**config.mk**
```make
export PLATFORM = sky130hd
export DESIGN_NAME = fft_bar_sequencer
export DESIGN_NICKNAME = d
export VERILOG_FILES = /design/src/rtl/fft_seq_pkg.sv /design/src/rtl/bar_height_conv.sv /design/src/rtl/fft_bar_sequencer.sv
export SDC_FILE = /design/constraint.sdc
export NUM_CORES = 1
export LEC_CHECK = 0
export CAP_MARGIN = 30
export CORE_ASPECT_RATIO = 1.2
export CORE_MARGIN = 3
export CORE_UTILIZATION = 47
export CTS_BUF_LIST = sky130_fd_sc_hd__clkbuf_16
export CTS_CLUSTER_SIZE = 25
export DETAILED_ROUTE_END_ITERATION = 10
export PLACE_DENSITY = 0.85
export SLEW_MARGIN = 10
export SYNTH_ARGS = -nofsm -noshare
export SYNTH_HDL_FRONTEND = slang
export SYNTH_SLANG_ARGS = --single-unit
```
**constraint.sdc**
```tcl
create_clock -name Clock -period 3.8 [get_ports Clock]
set_clock_uncertainty 0.1 [all_clocks]
set_input_delay 1.14 -clock Clock [delete_from_list [all_inputs] [get_ports Clock]]
set_output_delay 1.14 -clock Clock [all_outputs]
set_load 0.01 [all_outputs]
```
**src/rtl/fft_seq_pkg.sv**
```systemverilog
// Shared definitions for the FFT bar sequencer: FSM state encoding,
// default geometry and address-field widths.
package fft_seq_pkg;

  localparam int NUM_BARS_DEFAULT  = 64;
  localparam int BAR_MAX_DEFAULT   = 100;
  localparam int LIN_SHIFT_DEFAULT = 9;

  localparam int MAG_W  = 16;
  localparam int BAR_W  = 7;
  localparam int IDX_W  = 6;
  localparam int CH_W   = 1;
  localparam int ADDR_W = CH_W + IDX_W;

  typedef enum logic [2:0] {
    S_IDLE      = 3'd0,
    S_READ      = 3'd1,
    S_WAIT_DATA = 3'd2,
    S_CONVERT   = 3'd3,
    S_START     = 3'd4,
    S_WAIT_END  = 3'd5,
    S_NEXT      = 3'd6
  } seq_state_e;

endpackage

```
**src/rtl/bar_height_conv.sv**
```systemverilog
// Magnitude-to-bar-height mapping (purely combinational).
// Build option FFT_SEQ_LOG_SCALE_EN selects the log-like mapping
// (8*msb_index + next three bits); otherwise a linear shift is used.
module bar_height_conv
  import fft_seq_pkg::*;
#(
  parameter int BAR_MAX   = BAR_MAX_DEFAULT,
  parameter int LIN_SHIFT = LIN_SHIFT_DEFAULT
) (
  input  logic [MAG_W-1:0] mag_i,
  output logic [BAR_W-1:0] height_o
);

`ifdef FFT_SEQ_LOG_SCALE_EN
  logic [3:0]       msb;
  logic [MAG_W-1:0] norm;
  logic [7:0]       raw;

  // Locate the leading one, left-align it and take the three bits below it.
  always_comb begin
    msb = '0;
    for (int i = 0; i < MAG_W; i++) begin
      if (mag_i[i]) msb = 4'(i);
    end
    norm = mag_i << (4'd15 - msb);
    raw  = {1'b0, msb, 3'b000} + {5'b00000, norm[14:12]};
    if (mag_i == '0) begin
      height_o = '0;
    end else if (raw > 8'(BAR_MAX)) begin
      height_o = BAR_W'(BAR_MAX);
    end else begin
      height_o = raw[BAR_W-1:0];
    end
  end
`else
  logic [MAG_W-1:0] shifted;

  // Clamp at full 16-bit width so large magnitudes cannot wrap when narrowed.
  always_comb begin
    shifted = mag_i >> LIN_SHIFT;
    if (shifted > MAG_W'(BAR_MAX)) begin
      height_o = BAR_W'(BAR_MAX);
    end else begin
      height_o = shifted[BAR_W-1:0];
    end
  end
`endif

endmodule

```
**src/rtl/fft_bar_sequencer.sv**
```systemverilog
// Walks the stereo magnitude buffer (L bars then R bars), converts each
// magnitude to a bar height and hands it to the spectrum writer with a
// Start/End handshake. Build option: FFT_SEQ_LOG_SCALE_EN (log mapping).
// Handshake: Start is a one-cycle request with Bar valid from Start until
// the writer's one-cycle End; End is only honoured while waiting for it.
module fft_bar_sequencer
  import fft_seq_pkg::*;
#(
  parameter int NUM_BARS  = NUM_BARS_DEFAULT,
  parameter int BAR_MAX   = BAR_MAX_DEFAULT,
  parameter int LIN_SHIFT = LIN_SHIFT_DEFAULT
) (
  input  logic              Clock,
  input  logic              Reset,
  input  logic              FrameStart,
  input  logic              DrawTopEn,
  output logic              RdEn,
  output logic [ADDR_W-1:0] RdAddr,
  input  logic [MAG_W-1:0]  RdData,
  output logic              Start,
  output logic [BAR_W-1:0]  Bar,
  output logic              DrawTop,
  output logic              LRChange,
  output logic              NewFrame,
  input  logic              End,
  output logic              Active,
  output logic              FrameDone,
  output seq_state_e        StateDbg
);

  localparam logic [IDX_W-1:0] LAST_IDX = IDX_W'(NUM_BARS - 1);

  seq_state_e        state_q, state_d;
  logic              chan_q, chan_d;
  logic [IDX_W-1:0]  idx_q, idx_d;
  logic [MAG_W-1:0]  data_q;
  logic [BAR_W-1:0]  bar_q;
  logic              draw_top_q;
  logic [BAR_W-1:0]  height;

  bar_height_conv #(
    .BAR_MAX  (BAR_MAX),
    .LIN_SHIFT(LIN_SHIFT)
  ) u_conv (
    .mag_i   (data_q),
    .height_o(height)
  );

  // State, channel and bar-index registers.
  always_ff @(posedge Clock or posedge Reset) begin
    if (Reset) begin
      state_q <= S_IDLE;
      chan_q  <= 1'b0;
      idx_q   <= '0;
    end else begin
      state_q <= state_d;
      chan_q  <= chan_d;
      idx_q   <= idx_d;
    end
  end

  // Next-state logic: one pass per bar, L channel first, then R.
  always_comb begin
    state_d = state_q;
    chan_d  = chan_q;
    idx_d   = idx_q;
    case (state_q)
      S_IDLE: begin
        if (FrameStart) begin
          state_d = S_READ;
          chan_d  = 1'b0;
          idx_d   = '0;
        end
      end
      S_READ:      state_d = S_WAIT_DATA;
      S_WAIT_DATA: state_d = S_CONVERT;
      S_CONVERT:   state_d = S_START;
      S_START:     state_d = S_WAIT_END;
      S_WAIT_END: begin
        if (End) state_d = S_NEXT;
      end
      S_NEXT: begin
        if (idx_q != LAST_IDX) begin
          idx_d   = idx_q + 1'b1;
          state_d = S_READ;
        end else if (!chan_q) begin
          idx_d   = '0;
          chan_d  = 1'b1;
          state_d = S_READ;
        end else begin
          state_d = S_IDLE;
        end
      end
      default: state_d = S_IDLE;
    endcase
  end

  // Datapath captures: magnitude, converted height, peak-marker enable.
  always_ff @(posedge Clock or posedge Reset) begin
    if (Reset) begin
      data_q     <= '0;
      bar_q      <= '0;
      draw_top_q <= 1'b0;
    end else begin
      if (state_q == S_WAIT_DATA) data_q <= RdData;
      if (state_q == S_CONVERT) bar_q <= height;
      if (state_q == S_IDLE && FrameStart) draw_top_q <= DrawTopEn;
    end
  end

  // Output decode from the current state.
  always_comb begin
    RdEn      = (state_q == S_READ);
    RdAddr    = (state_q == S_READ) ? {chan_q, idx_q} : '0;
    Start     = (state_q == S_START);
    NewFrame  = (state_q == S_READ) && !chan_q && (idx_q == '0);
    LRChange  = (state_q == S_NEXT) && (idx_q == LAST_IDX) && !chan_q;
    FrameDone = (state_q == S_NEXT) && (idx_q == LAST_IDX) && chan_q;
    Active    = (state_q != S_IDLE);
    Bar       = bar_q;
    DrawTop   = draw_top_q;
    StateDbg  = state_q;
  end

endmodule

```
==> results_dict.tcl <==
set metrics [dict create \
    place_area_sq_um 1630 \
    dp_hpwl_um 1900 \
    gp_congestion 0.861 \
    cts_buffer_depth 2 \
    power_density_nw_per_um2 708 \
    grt.total_usage_pct 16.7 \
    synthTopCellsByArea "dfrtp_1, mux2_2, and2_1, nand2_1, o21ai_0" \
    hold_slack_ns 0.405 \
    postCtsSetupRepairBufs 0 \
    hold_buffers 0 \
    crit_path_start_kind "flip-flop" \
    drc 0 \
    grt_pass1_wl_um 4290 \
    die_area_sq_um 3360 \
    drv_slew 0 \
    cpLargestDelayFamily "simple AND/OR/NAND/NOR gates" \
    yosys.cell_count.top_type "dfrtp_1" \
    critPathMaxStageDelay_ns 0.58 \
    num_io_pins 45 \
    syn_area_per_cell_sq_um 11.0 \
    routed_wl_um 2440 \
    path_clk_slew_ns 0.06 \
    numClockSinks 25 \
    first_pass_iters 4 \
    rsz0062_at_grt "no" \
    crit_fanout 8 \
    ys_async_sr_fraction_pct 100 \
    synth.net_count 138 \
    area_growth_pct 37.0 \
    hp-class "reg -> reg" \
    first_global_vias 998 \
    crit_required_ns 2.56 \
    yosysTopAreaCell "dfrtp_1" \
    tightest_slew_ns 0.525 \
    synth_top_area_share_pct 49.4 \
    synth_edf_count 0 \
    arrival_ns 2.31 \
    antenna_found_initial 0 \
    period_needed_ns 3.55 \
    stdcell_area_sq_um 1730 \
    ys_types 33 \
    seq_area_frac_synth_pct 49.4 \
    fp.dieH_um 62.9 \
    hold_viol_final 0 \
    slew-limit-headroom_pct 64.9 \
    synth_flop_cell "dfrtp_1" \
    cp-end-kind "primary output" \
    io_buffer_count 35 \
    floorplan.initialDensity_pct 49.6 \
    yosys-top-cells-count "dfrtp_1, mux2_2, nand2_1, inv_1, nor2_1" \
    setup_tns_ns 0 \
    vias_per_cell 5.28 \
    critPathSlowestCell "dfrtp_1" \
    irDropWorstVdd_mv 0.582 \
    status "completed" \
    cts-root-buf "clkbuf_16" \
    synth_area_sq_um 1270 \
    synth_seq_cells 25 \
    htreeDepth 1 \
    core_sq_um 2550 \
    num_rows 20 \
    final_util_pct 67.9 \
    antennaDiodeCount 0 \
    crit_buf_inv 2 \
    yosys_warnings 0 \
    fmax_mhz 282 \
    syn_inst 115 \
    tritoncts "built" \
    drive_above_1_share_pct 16.6 \
    crit_chain "inv_1, nor3b_1, nand3_1, nor2_1, clkdlybuf4s50_1" \
    antenna_left 0 \
    maxCapViolCount 0 \
    drt_iter0_drc 8 \
    finalSetupViolations 0 \
    power.leakage_nw 0.764 \
    routedWlPerCell_um 13.3 \
    cts_resized 0 \
    power_w 0.00123 \
    die_width_um 53.4 \
    fin_crit_sh_pct 93.4 \
    clock_latency_ns 0.25 \
    path_class "reg -> out" \
    cts_buffers 3 \
    vias 972 \
    grt_max_degree 26 \
    gr-total-overflow 0 \
    layout.nets 175 \
]
==> cell usage in the layout (no fill, tap or decap), drive strengths merged, types with 2 or more instances in the layout <==
cell	n
nor4	2
mux2	11
nor3	3
nor2	7
a21oi	4
clkdlybuf4s50	35
nor3b	5
nand3	4
ha	2
o21ai	6
dfrtp	25
a211o	2
and2	8
clkbuf	3
nand2	10
inv	7
a22o	2
a31oi	2
==> per-layer routing <==
| layer | global-route usage, % | wire length, um | up-vias |
|---|---|---|---|
| li1 | - | - | 481 |
| met4 | 5.43 | 10 | 0 |
| met1 | 19.7 | 1040 | 464 |
| met2 | 30.1 | 1290 | 25 |
| met3 | 2.15 | 99 | 2 |
| met5 | 0 | 0 | - |
==> final timing paths <==
check / slack [ns] / depth (start not counted) / to / start
worst max-delay path: 0.25 / 5 / LRChange / StateDbg[2]$_DFFE_PP0P_
worst min-delay path: 0.40 / 1 / Bar[1]$_DFFE_PP0N_ / data_q[10]$_DFFE_PP0P_
worst max register to register: 2.04 / 4 / chan_q$_DFFE_PP0P_ / StateDbg[2]$_DFFE_PP0P_
worst min register to register: 0.40 / 1 / Bar[1]$_DFFE_PP0N_ / data_q[10]$_DFFE_PP0P_
max in group asynchronous: 2.22 / 3 / idx_q[4]$_DFFE_PP0P_ / Reset
min in group asynchronous: 1.01 / 2 / Bar[0]$_DFFE_PP0N_ / Reset
==> kinds of logic after synthesis <==
family,after synthesis,share of synthesized area [%]
compound gates,23,12.9
fa+ha+maj,2,1.98
buf+inv,11,4.55
flops,25,49.4
mux,11,9.78
simple gates,43,21.3
==> metrics by stage <==
step / cells / setup slack (ns)
detailed placement: 179 / 0.520
finish: 184 / 0.252
floorplan: 115 / 1.29
global placement: 179 / 0.532
CTS: 183 / 0.210
global route: 184 / 0.0810
==> report_power, final <==
part	switching [W]	internal (W)
Clock	0.0000864	0.000141
Combinational	0.000208	0.000301
Sequential	0.000116	0.000373
==> state kept, by name (all words and copies together) (netlist names) <==
register / count
DrawTop: 1
chan_q: 1
idx_q: 6
Bar: 7
StateDbg: 3
data_q: 7
==> cell type report <==
cell class,count,area [sq um]
inverter,7,26.3
clock inverter,1,5.00
clock buffer,3,75.1
sequential,25,626
fill,214,818
multi-input combinational,79,583
timing repair buffer,36,378
tap,33,41.3
Power figures use the tool's default switching activity.
